**src/rtl/noc_input_channel.sv**
```systemverilog
// Mesh-switch input stage: flit FIFO, head-address latch, allocator request, wormhole forwarding.
// Optional NOC_INPUT_CHANNEL_ERR_EN adds a sticky discard flag and a saturating discard counter.
module noc_input_channel #(
  parameter int DATA_W       = 8,
  parameter int COL_ADDR_W   = 4,
  parameter int ROW_ADDR_W   = 4,
  parameter int OUT_M        = 5,
  parameter int BUFFER_DEPTH = 4
) (
  input  logic                  clk_i,
  input  logic                  rst_i,
  input  logic [DATA_W+1:0]     data_i,
  input  logic                  valid_i,
  output logic                  ready_o,
  output logic [COL_ADDR_W-1:0] col_addr_o,
  output logic [ROW_ADDR_W-1:0] row_addr_o,
  input  logic [OUT_M-1:0]      oc_sel_i,
  output logic [OUT_M-1:0]      oc_req_o,
  input  logic                  grant_i,
  output logic [DATA_W+1:0]     data_o,
  output logic                  valid_o,
  input  logic                  ready_i
`ifdef NOC_INPUT_CHANNEL_ERR_EN
  ,
  output logic                  err_o,
  output logic [7:0]            err_cnt_o
`endif
);

  localparam int AW = $clog2(BUFFER_DEPTH);
  localparam logic [1:0] S_IDLE = 2'd0;
  localparam logic [1:0] S_WAIT = 2'd1;
  localparam logic [1:0] S_ACT  = 2'd2;

  logic [DATA_W+1:0] r_mem [BUFFER_DEPTH];
  logic [AW:0]       r_wptr, r_rptr;
  logic [1:0]        r_state;
  logic              r_in_rst;
  logic [COL_ADDR_W-1:0] r_col;
  logic [ROW_ADDR_W-1:0] r_row;

  logic              w_empty, w_full, w_wr, w_rd, w_fwd, w_discard, w_valid;
  logic [DATA_W+1:0] w_head;
  logic [1:0]        w_htype;

  assign w_empty = (r_wptr == r_rptr);
  assign w_full  = (r_wptr[AW-1:0] == r_rptr[AW-1:0]) && (r_wptr[AW] != r_rptr[AW]);
  assign w_head  = r_mem[r_rptr[AW-1:0]];
  assign w_htype = w_head[DATA_W+1:DATA_W];

  // type[1] marks a packet start (HEAD/SINGLE), type[0] a packet end (TAIL/SINGLE)
  assign w_discard = (r_state == S_IDLE) && !w_empty && !w_htype[1];
  assign w_valid   = (r_state == S_ACT) && !w_empty;
  assign w_fwd     = w_valid && ready_i;
  assign w_rd      = w_fwd || w_discard;
  assign w_wr      = valid_i && ready_o;

  assign ready_o    = !w_full && !r_in_rst;
  assign valid_o    = w_valid;
  assign data_o     = w_valid ? w_head : '0;
  assign oc_req_o   = (r_state == S_WAIT || r_state == S_ACT) ? oc_sel_i : '0;
  assign col_addr_o = r_col;
  assign row_addr_o = r_row;

  always_ff @(posedge clk_i) begin
    if (w_wr) r_mem[r_wptr[AW-1:0]] <= data_i;
  end

  always_ff @(posedge clk_i) begin
    if (rst_i) begin
      r_wptr   <= '0;
      r_rptr   <= '0;
      r_in_rst <= 1'b1;
    end else begin
      r_in_rst <= 1'b0;
      if (w_wr) r_wptr <= r_wptr + (AW+1)'(1);
      if (w_rd) r_rptr <= r_rptr + (AW+1)'(1);
    end
  end

  // Route is held from head latch until the end-of-packet handshake
  always_ff @(posedge clk_i) begin
    if (rst_i) begin
      r_state <= S_IDLE;
      r_col   <= '0;
      r_row   <= '0;
    end else begin
      case (r_state)
        S_IDLE: if (!w_empty && w_htype[1]) begin
          r_col   <= w_head[COL_ADDR_W-1:0];
          r_row   <= w_head[COL_ADDR_W+ROW_ADDR_W-1:COL_ADDR_W];
          r_state <= S_WAIT;
        end
        S_WAIT: if (grant_i) r_state <= S_ACT;
        S_ACT:  if (w_fwd && w_htype[0]) r_state <= S_IDLE;
        default: r_state <= S_IDLE;
      endcase
    end
  end

`ifdef NOC_INPUT_CHANNEL_ERR_EN
  logic       r_err;
  logic [7:0] r_err_cnt;

  always_ff @(posedge clk_i) begin
    if (rst_i) begin
      r_err     <= 1'b0;
      r_err_cnt <= '0;
    end else if (w_discard) begin
      r_err <= 1'b1;
      if (r_err_cnt != 8'hFF) r_err_cnt <= r_err_cnt + 8'd1;
    end
  end

  assign err_o     = r_err;
  assign err_cnt_o = r_err_cnt;
`endif

endmodule

```
**config.mk**
```make
export PLATFORM = sky130hd
export DESIGN_NAME = noc_input_channel
export DESIGN_NICKNAME = d
export VERILOG_FILES = /design/src/rtl/noc_input_channel.sv
export SDC_FILE = /design/constraint.sdc
export NUM_CORES = 1
export LEC_CHECK = 0
export ABC_AREA = 1
export CAP_MARGIN = 30
export CORE_MARGIN = 2
export CORE_UTILIZATION = 58
export CTS_BUF_LIST = sky130_fd_sc_hd__clkbuf_8
export CTS_CLUSTER_SIZE = 40
export DETAILED_ROUTE_END_ITERATION = 7
export GPL_TIMING_DRIVEN = 0
export PLACE_DENSITY = 0.95
export SKIP_LAST_GASP = 1
export SYNTH_ARGS = -nofsm -noshare
export SYNTH_HDL_FRONTEND = slang
export SYNTH_SLANG_ARGS = --single-unit
```
**constraint.sdc**
```tcl
create_clock -name clk_i -period 4.43 [get_ports clk_i]
set_input_delay 1.329 -clock clk_i [delete_from_list [all_inputs] [get_ports clk_i]]
set_output_delay 1.329 -clock clk_i [all_outputs]
set_load 0.01 [all_outputs]
```
[Yosys cells after proc, flatten, opt, wreduce, memory -nomap -nowiden]
Memories as Yosys holds them, arrays and structs flattened. A register that Yosys moved wholly into a read port is not among the register bits.
Index checks and enable logic that the tools add are counted.
Word-level totals
  register bits after elaboration: 17
  bits in writable memories: 40
  bits of input ports: 20
  output and inout port bits: 25
  word-level logic and storage cells: 46
  memories: 1
Memory list
  r_mem: words 4, width 10, rd ports 1, clocked after memory_dff 1, wr ports 1, RTL line 35  | logic [DATA_W+1:0] r_mem [BUFFER_DEPTH];
Operators by class
  add/sub/neg operators: 2
  equality and inequality tests: 8
  mux-type cells: 11
  reduce and logical (&&, ||, !) cells: 18
Operator list (number)
  $mux 10: 1
  $mux 2: 5
  $logic_and 1x1->1: 9
  $add 3x1->3 const B: 2
  $pmux 2 s3: 1
  $mux 5: 1
  $logic_not 1->1: 4
  $ne 2x1->1 const B: 2
  $eq 3x3->1: 1
  $mux 1: 3
  $reduce_and 3->1: 1
  $eq 2x1->1 const B: 1
  $eq 2x2->1: 1
  $eq 2x2->1 const B: 1
  $logic_not 2->1: 1
  $logic_or 1x1->1: 2
  $ne 2x2->1 const B: 1
  $reduce_and 2->1: 1
  $ne 1x1->1: 1

[Depth between registers and ports, before layout]
Gate-level depths: netlist of the first run.
  depth after elaboration: 7
  mapped depth: 11
  gate-level depth less buffers: 11

[Worst setup path before layout of the first run]
OpenSTA, ideal clock, no wires.
  kind: input port to output port
  start: input port oc_sel_i[0]
  end: output port oc_req_o[0]
  data arrival time: 1.442 ns
  setup slack: 1.659 ns
  stages on the path: 2
  cells stage by stage: nand2_1 inv_1
Between the ends
  cells in the longest elaborated chain, start to end: 1
RTL lines
  start, declared: RTL line 17  | input logic [OUT_M-1:0] oc_sel_i,
  $mux 5: RTL line 61  | assign oc_req_o = (r_state == S_WAIT || r_state == S_ACT) ? oc_sel_i : '0;
  end, declared: RTL line 18  | output logic [OUT_M-1:0] oc_req_o,
Every way passes these cells.

[Worst setup path in the final report of the first run]
  start: input port oc_sel_i[1]
  end: output port oc_req_o[1]
Same word-level chain as after synthesis.

==> results of run 1 <==
final cells by class:
class	instances	area, sq um	share of cell area [%]
multi-input cells	148	807	24.1
inverters	37	139	4.16
clock inverters	6	111	3.33
clock buffers	10	138	4.12
plain buffers	8	52.6	1.57
flip-flops and latches	59	1580	47.3
well taps	52	65.1	1.95
repair buffers	45	448	13.4
metal layers:
layer  track usage (%)  part of all wire [%]
met2              40.1                    51
met3              7.55                   7.0
met5                 0                     0
met1              29.9                    42
met4              5.03                  0.54
tightest hold or removal path, delay by kind of cell (launching register included):
family	cells	cell delay (ns)
flip-flops	1	0.34
AO/OA/AOI/OAI	2	0.15
per-stage QoR:
step / total power [mW] / cell area [sq um]
after floorplan: 1.03 / 2580
after global placement: 1.24 / 3090
after detailed placement: 1.26 / 3090
after CTS: 1.87 / 3330
after global routing: 1.96 / 3340
final: 1.87 / 3340
power groups by stage:
stage	Sequential, mW	Clock [mW]	Combinational (mW)
floorplan	0.713	0	0.321
global placement	0.701	0	0.542
detailed placement	0.702	0	0.563
CTS	0.693	0.608	0.572
global route	0.700	0.633	0.629
finish	0.693	0.604	0.573
kinds of logic after synthesis:
family,after synthesis,synth area share (%)
buf+inv,45,7.42
fa+ha+maj,9,4.36
flops,59,61.3
compound gates,45,11.0
simple gates,94,15.9
final timing paths:
path / endpoint / cells past startpoint
setup / recovery: oc_req_o[1] / 4
hold / removal: col_addr_o[2]$_SDFFE_PP0P_ / 2
setup reg to reg: r_mem[0][8]$_DFFE_PP_ / 8
hold reg to reg: col_addr_o[2]$_SDFFE_PP0P_ / 2
state kept, by name, indices dropped and copies added, names as in the netlist, named ones only:
signal and count:
row_addr_o 4, r_mem 40, r_wptr 3, col_addr_o 4, r_in_rst 1, r_state 2, r_rptr 3
cell usage in the layout, fill, tap and decap left out, types with 3 or more instances in the layout:
master / Yosys / final
sky130_fd_sc_hd__nand2_1: 55 / 55
sky130_fd_sc_hd__clkdlybuf4s50_1: 0 / 44
sky130_fd_sc_hd__edfxtp_1: 40 / 40
sky130_fd_sc_hd__inv_1: 33 / 33
sky130_fd_sc_hd__nor2_1: 23 / 23
sky130_fd_sc_hd__a21oi_1: 20 / 20
sky130_fd_sc_hd__dfxtp_1: 19 / 19
sky130_fd_sc_hd__o21ai_0: 11 / 11
sky130_fd_sc_hd__clkbuf_8: 0 / 10
sky130_fd_sc_hd__ha_1: 9 / 9
sky130_fd_sc_hd__a32o_1: 8 / 8
sky130_fd_sc_hd__nand3_1: 7 / 7
sky130_fd_sc_hd__inv_2: 4 / 4
sky130_fd_sc_hd__nand2_2: 4 / 4
sky130_fd_sc_hd__buf_2: 3 / 3
sky130_fd_sc_hd__a21oi_2: 3 / 3
sky130_fd_sc_hd__bufinv_16: 0 / 3
==> flow_summary.ini, run 1 <==
[sta]
time_the_worst_path_needs_with_i_o_delays_and_setup_ns = 3.74
slew_headroom_pct = 32.8
setup_ws_ns = 0.693
setup_repair_after_global_routing_missed_its_margin = no
timing.final.max_slew_violations = 0
min_period_over_period_pct = 84.4
hold_slack_ns = 0.531
tightestPinTransition_ns = 1.00
fin_worst_skew_ns = 0.00966
final.setup.tns_ns = 0
setup-violations-final = 0
timing.final.hold_violations = 0
maxClockFrequency_ghz = 0.268

[route]
total_routed_length_mm = 5.59
detailroute.via_count = 1963
drt_pass1_iterations = 4
detail_route.drc_violations = 0
detail_route.iter0.violations = 230
routed_via_density = 5.38
antenna_violating_nets_post_route = 0
wire_per_inst_um = 15.3

[cells_and_area]
non_filler_instance_count_after_layout = 365
fillCellCount = 295
area_growth_syn_to_layout_pct = 29.5
num-nets-final = 337
diodes = 0
utilization_pct = 77.3
drive_above_1_share_pct = 12.8

[synth]
avgSynthCellArea_sq_um = 10.2
synthCells = 252
yosysTopAreaCell = sky130_fd_sc_hd__edfxtp_1
synth-seq-area-share_pct = 61.3
netlist-cell-type-count = 23
syn-num-nets = 281
ys.warnings.count = 0
ys_top_cells_by_area = sky130_fd_sc_hd__edfxtp_1 47%, sky130_fd_sc_hd__dfxtp_1 15%, sky130_fd_sc_hd__nand2_1 8.0%
synthArstFlopShare_pct = 0
synth_commonest_cells = 55 x sky130_fd_sc_hd__nand2_1, 40 x sky130_fd_sc_hd__edfxtp_1, 33 x sky130_fd_sc_hd__inv_1, 23 x sky130_fd_sc_hd__nor2_1, 20 x sky130_fd_sc_hd__a21oi_1
syn_area_sq_um = 2580
number_of_synthesized_flops_with_an_enable_pin = 40
ys_seq_elements = 59
synthDominantCellAreaShare_pct = 46.6
postSynth.topFlopCell = sky130_fd_sc_hd__edfxtp_1
post-synth-top-count-cell = sky130_fd_sc_hd__nand2_1

[pwr]
power.switching_mw = 0.571
ir_drop_uv = 467
power.share.clock_pct = 32.3
power.leakage_nw = 1.38
switching_share_pct = 30.5
pwr-share-comb_pct = 30.7
cellPowerDensity_nw_per_um2 = 559
seq_power_share_pct = 37.0
internal_power_contribution_mw = 1.30

[floorplanning]
initial_utilization_pct = 59.7
top_level_ports = 45
die_w_um = 70.7
y_dimension_of_the_die_um = 70.7
num_rows = 24
fp.coreArea_sq_um = 4320
total_die_area_sq_um = 5000

[clock_tree]
clock_tree.htree_level_count = 3
cts_repair_resize_count = 0
cts_hold_buffers = 0
clock_network_latency_to_the_later_pin_of_the_worst_skew_pair_ns = 0.33
tritoncts = yes
tritoncts.num_buffers = 9
cts_num_sinks = 59
root_buffer = sky130_fd_sc_hd__clkbuf_8
cts_setup_buffers = 0
clock_path_buffers = 2
worst_setup_hold_path_clk_slew_ns = 0.07

[grt]
global_route.overflow_total = 0
number_of_global_route_vias_before_repair = 1825
pin_count_of_the_biggest_net_entering_global_routing = 12
global_route_wire_length_before_repair_mm = 8.91
global_route.usage.total_pct = 23.6
initial_antenna_violation_count = 0

[critical_path]
start_kind = primary input
type_of_the_setup_path_with_the_least_slack = in -> out
worst_r2r_startpoint = r_wptr[1]$_SDFFE_PP0P_
critical_path_required_ns = 3.10
end_kind = primary output
timing.critical_path.slowest_stage_cell = sky130_fd_sc_hd__clkdlybuf4s50_1
ff2ff_setup_slack_ns = 2.30
critPathTopFamily = buffers and inverters
worst-endpoint-arrival_ns = 2.41
crit_chain = clkdlybuf4s50_1 -> nand2_1 -> inv_1 -> clkdlybuf4s50_1
startpoint = oc_sel_i[1]
cpMostUsedCell = sky130_fd_sc_hd__clkdlybuf4s50_1
timing.critical_path.fanout_max = 1
slowest_delay_ns = 0.53
cp_num_buf_inv = 3

[placement]
place.detailed.instances = 348
io_buffer_count = 44
routabilityCongestion = 0.770
dp_hpwl_mm = 3.73
post-place-ws_ns = 0.686

[status]
status = finished clean

[worst_hold_path]
path_category_of_the_worst_min_delay_check = reg -> reg
hold_start = col_addr_o[2]$_SDFFE_PP0P_

[run]
drv_cap = 0
Note: power is estimated with default switching activity, not from simulation.
==> inputs of run 2 (changes only) <==
Settings changed: CORE_UTILIZATION 58 to 49, PLACE_DENSITY 0.95 to 0.86.
Clock period 4.43 ns to 3.1 ns, I/O delays scaled along.
==> run 2 against run 1 <==
  * Sequential share of layout area increased by 0.70 points
  * Cell area decreased by 1.3%
  * Global-route usage shrank 3.7 points
  * Clock skew decreased by 0.0012 ns
  * Critical path depth is 4 higher
  * Combinational power is 40% higher
  * Total power increased by 31%
==> flow_summary.ini, run 2 (synthesis results as in run 1) <==
[status]
status = finished clean

[sta]
setup_ws_ns = 0.115
timing.final.hold_violations = 0
timing.final.max_slew_violations = 0
min_period_over_period_pct = 96.3
hold_slack_ns = 0.512
setup-violations-final = 0
setup_repair_after_global_routing_missed_its_margin = yes
maxClockFrequency_ghz = 0.335
slew_headroom_pct = 35.8
time_the_worst_path_needs_with_i_o_delays_and_setup_ns = 2.98
fin_worst_skew_ns = 0.00842
tightestPinTransition_ns = 0.959

[floorplanning]
fp.coreArea_sq_um = 5110
total_die_area_sq_um = 5860
initial_utilization_pct = 50.5
top_level_ports = 45
die_w_um = 76.6
num_rows = 26
y_dimension_of_the_die_um = 76.6

[clock_tree]
cts_num_sinks = 59
clock_path_buffers = 2
clock_network_latency_to_the_later_pin_of_the_worst_skew_pair_ns = 0.35
tritoncts = yes
worst_setup_hold_path_clk_slew_ns = 0.06
tritoncts.num_buffers = 9
clock_tree.htree_level_count = 3
root_buffer = sky130_fd_sc_hd__clkbuf_8
cts_setup_buffers = 0

[critical_path]
type_of_the_setup_path_with_the_least_slack = reg -> out
worst_r2r_startpoint = r_rptr[0]$_SDFFE_PP0N_
timing.critical_path.fanout_max = 10
ff2ff_setup_slack_ns = 1.06
cp_num_buf_inv = 3
critical_path_required_ns = 2.17
r2r_end = r_mem[0][8]$_DFFE_PP_
worst-endpoint-arrival_ns = 2.05
cpMostUsedCell = sky130_fd_sc_hd__nand2_1
end_kind = primary output
start_kind = flop
crit_chain = inv_1 -> nand2_1 -> nand2_1 -> nand3_2 -> nand2_1 -> buf_2 -> a21oi_2 -> clkdlybuf4s50_1
critPathTopFamily = buffers and inverters
worst-r2r-cell-count = 8
timing.critical_path.slowest_stage_cell = sky130_fd_sc_hd__clkdlybuf4s50_1
slowest_delay_ns = 0.55

[grt]
number_of_global_route_vias_before_repair = 1880
global_route.usage.total_pct = 19.9
global_route_wire_length_before_repair_mm = 8.89
initial_antenna_violation_count = 0
pin_count_of_the_biggest_net_entering_global_routing = 20
global_route.overflow_total = 0

[worst_hold_path]
hold_start = r_wptr[1]$_SDFFE_PP0P_
holdPathEnd = r_wptr[1]$_SDFFE_PP0P_
worstHoldPathCells = 2
path_category_of_the_worst_min_delay_check = reg -> reg

[route]
total_routed_length_mm = 5.39
wire_per_inst_um = 14.1
routed_via_density = 4.98
antenna_violating_nets_post_route = 0
detailroute.via_count = 1896
detail_route.iter0.violations = 161
detail_route.drc_violations = 0
drt_pass1_iterations = 4

[cells_and_area]
num-nets-final = 335
leading_cell_types_in_the_layout_fill_and_taps_excluded = 55 x sky130_fd_sc_hd__nand2_1, 44 x sky130_fd_sc_hd__clkdlybuf4s50_1, 40 x sky130_fd_sc_hd__edfxtp_1, 34 x sky130_fd_sc_hd__inv_1, 23 x sky130_fd_sc_hd__nor2_1
drive_above_1_share_pct = 13.2
mostFrequentLayoutCell = sky130_fd_sc_hd__nand2_1
fillCellCount = 426
area_growth_syn_to_layout_pct = 27.8
diodes = 0
largest_register_ff_count = 40

[placement]
dp_hpwl_mm = 3.87
io_buffer_count = 44
routabilityCongestion = 0.809
post-place-ws_ns = 0.138

[run]
drv_cap = 0

[pwr]
ir_drop_uv = 390
cellPowerDensity_nw_per_um2 = 745
power.leakage_nw = 1.35
run 2: power by group:
group,internal (mW),switching [mW],total (mW)
logic,0.366,0.438,0.804
registers,0.932,0.0571,0.989
clock network,0.360,0.303,0.663
run 2: routing by layer:
layer  wire (um)  global-route usage (%)  vias up
met3         304                    4.15       13
met4         155                    12.0        0
met2        2630                    33.2       53
met1        2300                    23.7      881
li1            -                       -      949
met5           0                       0        -
run 2: per-stage QoR:
step,setup TNS [ns],power [mW],cell area (sq um),util (%),instances
floorplan,0,1.48,2580,-,252
global placement,0,1.78,3110,60.9,366
detailed placement,0,1.81,3110,60.9,366
CTS,-0.0105,2.46,3290,64.4,381
global route,-0.0244,2.59,3300,64.6,381
finish,0,2.46,3300,64.6,381
run 2: how the worst max path moves through the flow:
stage                                start          end  slack (ns)  cells past startpoint
detailed placement             oc_sel_i[1]  oc_req_o[1]        0.14                      4
global route        r_rptr[1]$_SDFFE_PP0N_    data_o[8]       -0.02                      8
CTS                 r_wptr[0]$_SDFFE_PP0P_    data_o[8]       -0.01                      8
floorplan           r_wptr[0]$_SDFFE_PP0P_    data_o[8]        1.02                      7
global placement               oc_sel_i[4]  oc_req_o[4]        0.17                      4
finish              r_rptr[0]$_SDFFE_PP0N_    data_o[8]        0.12                      8
run 2: final cells by class:
| type | count | area (sq um) | area share, % |
|---|---|---|---|
| sequential | 59 | 1580 | 48.0 |
| multi-input combinational | 148 | 811 | 24.6 |
| timing repair buffer | 45 | 448 | 13.6 |
| inverter | 37 | 139 | 4.21 |
| clock buffer | 9 | 124 | 3.76 |
| tap | 70 | 87.6 | 2.66 |
| clock inverter | 7 | 60.1 | 1.82 |
| buffer | 6 | 45.0 | 1.37 |
run 2: repair_timing:
| item | CTS | global route |
|---|---|---|
| hold buffers | 0 | 0 |
| gates resized for setup | 2 | 5 |
| endpoints found under the hold margin | 0 | 0 |
| setup endpoints to repair | 9 | 10 |
| pin swaps | 0 | 0 |
run 2: worst reg2reg max path, cell delays in order, from the launching register on:
cell                      delay, ns
sky130_fd_sc_hd__dfxtp_1       0.37
sky130_fd_sc_hd__inv_1         0.08
sky130_fd_sc_hd__nand2_1       0.06
sky130_fd_sc_hd__nand2_1       0.07
sky130_fd_sc_hd__nand2_1       0.07
sky130_fd_sc_hd__o21ai_0       0.06
sky130_fd_sc_hd__inv_1         0.08
sky130_fd_sc_hd__nand2_2       0.11
sky130_fd_sc_hd__nor2_1        0.75
==> inputs of run 3 (changes only) <==
Settings changed: CTS_BUF_LIST sky130_fd_sc_hd__clkbuf_8 to sky130_fd_sc_hd__clkbuf_2 sky130_fd_sc_hd__clkbuf_4 sky130_fd_sc_hd__clkbuf_8.
==> run 3 against run 2 <==
  * Sequential share of layout area fell by 0.055 points
  * Critical path depth did not move
  * Cell area rose by 0.11%
  * Non-clock buffer count did not move
  * First-iteration DRC count fell by 1.9%
  * Clock skew barely moved
  * Largest power group unchanged
  * Worst setup slack improved by 0.0053 ns
  * Final cell count did not move
  * Wire length rose by 0.35%
==> flow_summary.ini, run 3 (synthesis results as in run 1) <==
[status]
status = finished clean

[placement]
place.detailed.instances = 366
io_buffer_count = 44
dp_hpwl_mm = 3.87
routabilityCongestion = 0.809

[pwr]
ir_drop_uv = 390
cellPowerDensity_nw_per_um2 = 748
power.total_mw = 2.47
power.leakage_nw = 1.35

[sta]
setup_repair_after_global_routing_missed_its_margin = yes
maxClockFrequency_ghz = 0.336
timing.final.hold_violations = 0
min_period_over_period_pct = 96.1
tightestPinTransition_ns = 0.960
setup-violations-final = 0
timing.final.max_slew_violations = 0
fin_worst_skew_ns = 0.00864
time_the_worst_path_needs_with_i_o_delays_and_setup_ns = 2.98
slew_headroom_pct = 35.8

[clock_tree]
clock_network_latency_to_the_later_pin_of_the_worst_skew_pair_ns = 0.35
tritoncts = yes
clock_tree.htree_level_count = 3
root_buffer = sky130_fd_sc_hd__clkbuf_8
worst_setup_hold_path_clk_slew_ns = 0.06
cts_hold_buffers = 0
clock_path_buffers = 2
tritoncts.num_buffers = 9
cts_num_sinks = 59

[critical_path]
worst-endpoint-arrival_ns = 2.05
cp_num_buf_inv = 3
timing.critical_path.slowest_stage_cell = sky130_fd_sc_hd__clkdlybuf4s50_1
critical_path_required_ns = 2.17
start_kind = flop
type_of_the_setup_path_with_the_least_slack = reg -> out
end_kind = primary output
worstSetupPathDepth = 8
worst-r2r-cell-count = 8
slowest_delay_ns = 0.55
cpMostUsedCell = sky130_fd_sc_hd__nand2_1
crit_chain = inv_1 -> nand2_1 -> nand2_1 -> nand3_2 -> nand2_1 -> buf_2 -> a21oi_2 -> clkdlybuf4s50_1
critPathTopFamily = buffers and inverters
timing.critical_path.fanout_max = 10

[cells_and_area]
diodes = 0
drive_above_1_share_pct = 13.5
fillCellCount = 425
num-nets-final = 335
area_growth_syn_to_layout_pct = 28.0
largest_register_ff_count = 40
leading_cell_types_in_the_layout_fill_and_taps_excluded = 55 x sky130_fd_sc_hd__nand2_1, 44 x sky130_fd_sc_hd__clkdlybuf4s50_1, 40 x sky130_fd_sc_hd__edfxtp_1, 33 x sky130_fd_sc_hd__inv_1, 23 x sky130_fd_sc_hd__nor2_1
non_filler_instance_count_after_layout = 381
mostFrequentLayoutCell = sky130_fd_sc_hd__nand2_1

[grt]
global_route.usage.total_pct = 19.9
pin_count_of_the_biggest_net_entering_global_routing = 20
global_route_wire_length_before_repair_mm = 8.89
number_of_global_route_vias_before_repair = 1883
global_route.overflow_total = 0
initial_antenna_violation_count = 0

[route]
detailroute.via_count = 1910
wire_per_inst_um = 14.2
drt_pass1_iterations = 4
total_routed_length_mm = 5.41
detail_route.iter0.violations = 158
detail_route.drc_violations = 0
routed_via_density = 5.01
antenna_violating_nets_post_route = 0

[worst_hold_path]
path_category_of_the_worst_min_delay_check = reg -> reg
worstHoldPathCells = 2

[floorplanning]
initial_utilization_pct = 50.5
top_level_ports = 45
y_dimension_of_the_die_um = 76.6
num_rows = 26
total_die_area_sq_um = 5860
die_w_um = 76.6
fp.coreArea_sq_um = 5110

[run]
drv_cap = 0
## run 3: cell count changes in the layout (fill, tap and decap cells not counted), sizes merged
cell | before | now
clkbuf | 9 | 10
inv | 38 | 37
## run 3: metal layers
metal | up-vias | track usage (%) | share of wire (%)
met5 | - | 0 | 0
met2 | 53 | 33.3 | 49
li1 | 950 | - | -
met1 | 894 | 23.7 | 44
met3 | 13 | 4.15 | 4.7
met4 | 0 | 12.0 | 2.9
## run 3: path summary, 6_finish.rpt
path	start	to	slack, ns
setup / recovery	r_rptr[0]$_SDFFE_PP0N_	data_o[8]	0.12
hold / removal	r_wptr[1]$_SDFFE_PP0P_	r_wptr[1]$_SDFFE_PP0P_	0.51
setup reg to reg	r_rptr[0]$_SDFFE_PP0N_	r_mem[2][9]$_DFFE_PP_	1.07
hold reg to reg	r_wptr[1]$_SDFFE_PP0P_	r_wptr[1]$_SDFFE_PP0P_	0.51
## run 3: final cells by class
cell class	instances	area [sq um]	share of cell area [%]
Buffer	6	45.0	1.36
Clock buffer	10	131	3.98
Clock inverter	6	56.3	1.71
Inverter	37	139	4.21
Multi-Input combinational cell	148	811	24.6
Sequential cell	59	1580	48.0
Tap cell	70	87.6	2.65
Timing Repair Buffer	45	448	13.6
## run 3: through the flow
step	utilization, %	setup WS (ns)	cell area (sq um)	setup TNS (ns)	hold WS, ns
2_1_floorplan	-	1.02	2580	0	0.477
3_3_place_gp	60.9	0.171	3110	0	0.497
3_5_place_dp	60.9	0.138	3110	0	0.509
4_1_cts	64.5	-0.0105	3290	-0.0105	0.529
5_1_grt	64.6	-0.0244	3300	-0.0244	0.535
6_report	64.6	0.121	3300	0	0.512
## run 3: what timing repair did
action / CTS / global route
buffers inserted: 0 / 0
gates cloned: 0 / 0
resized for setup: 2 / 5
endpoints found under the setup margin: 9 / 10
## run 3: tightest hold or removal path: stages (launching register included)
cell and delay (ns):
sky130_fd_sc_hd__dfxtp_2 0.34, sky130_fd_sc_hd__inv_2 0.08, sky130_fd_sc_hd__a21oi_1 0.06
## run 3: where the power goes
part           total (mW)  switching (mW)  internal, mW
combinational       0.804           0.439         0.366
sequential          0.989          0.0569         0.932
clock               0.675           0.303         0.372
total                2.47           0.798          1.67
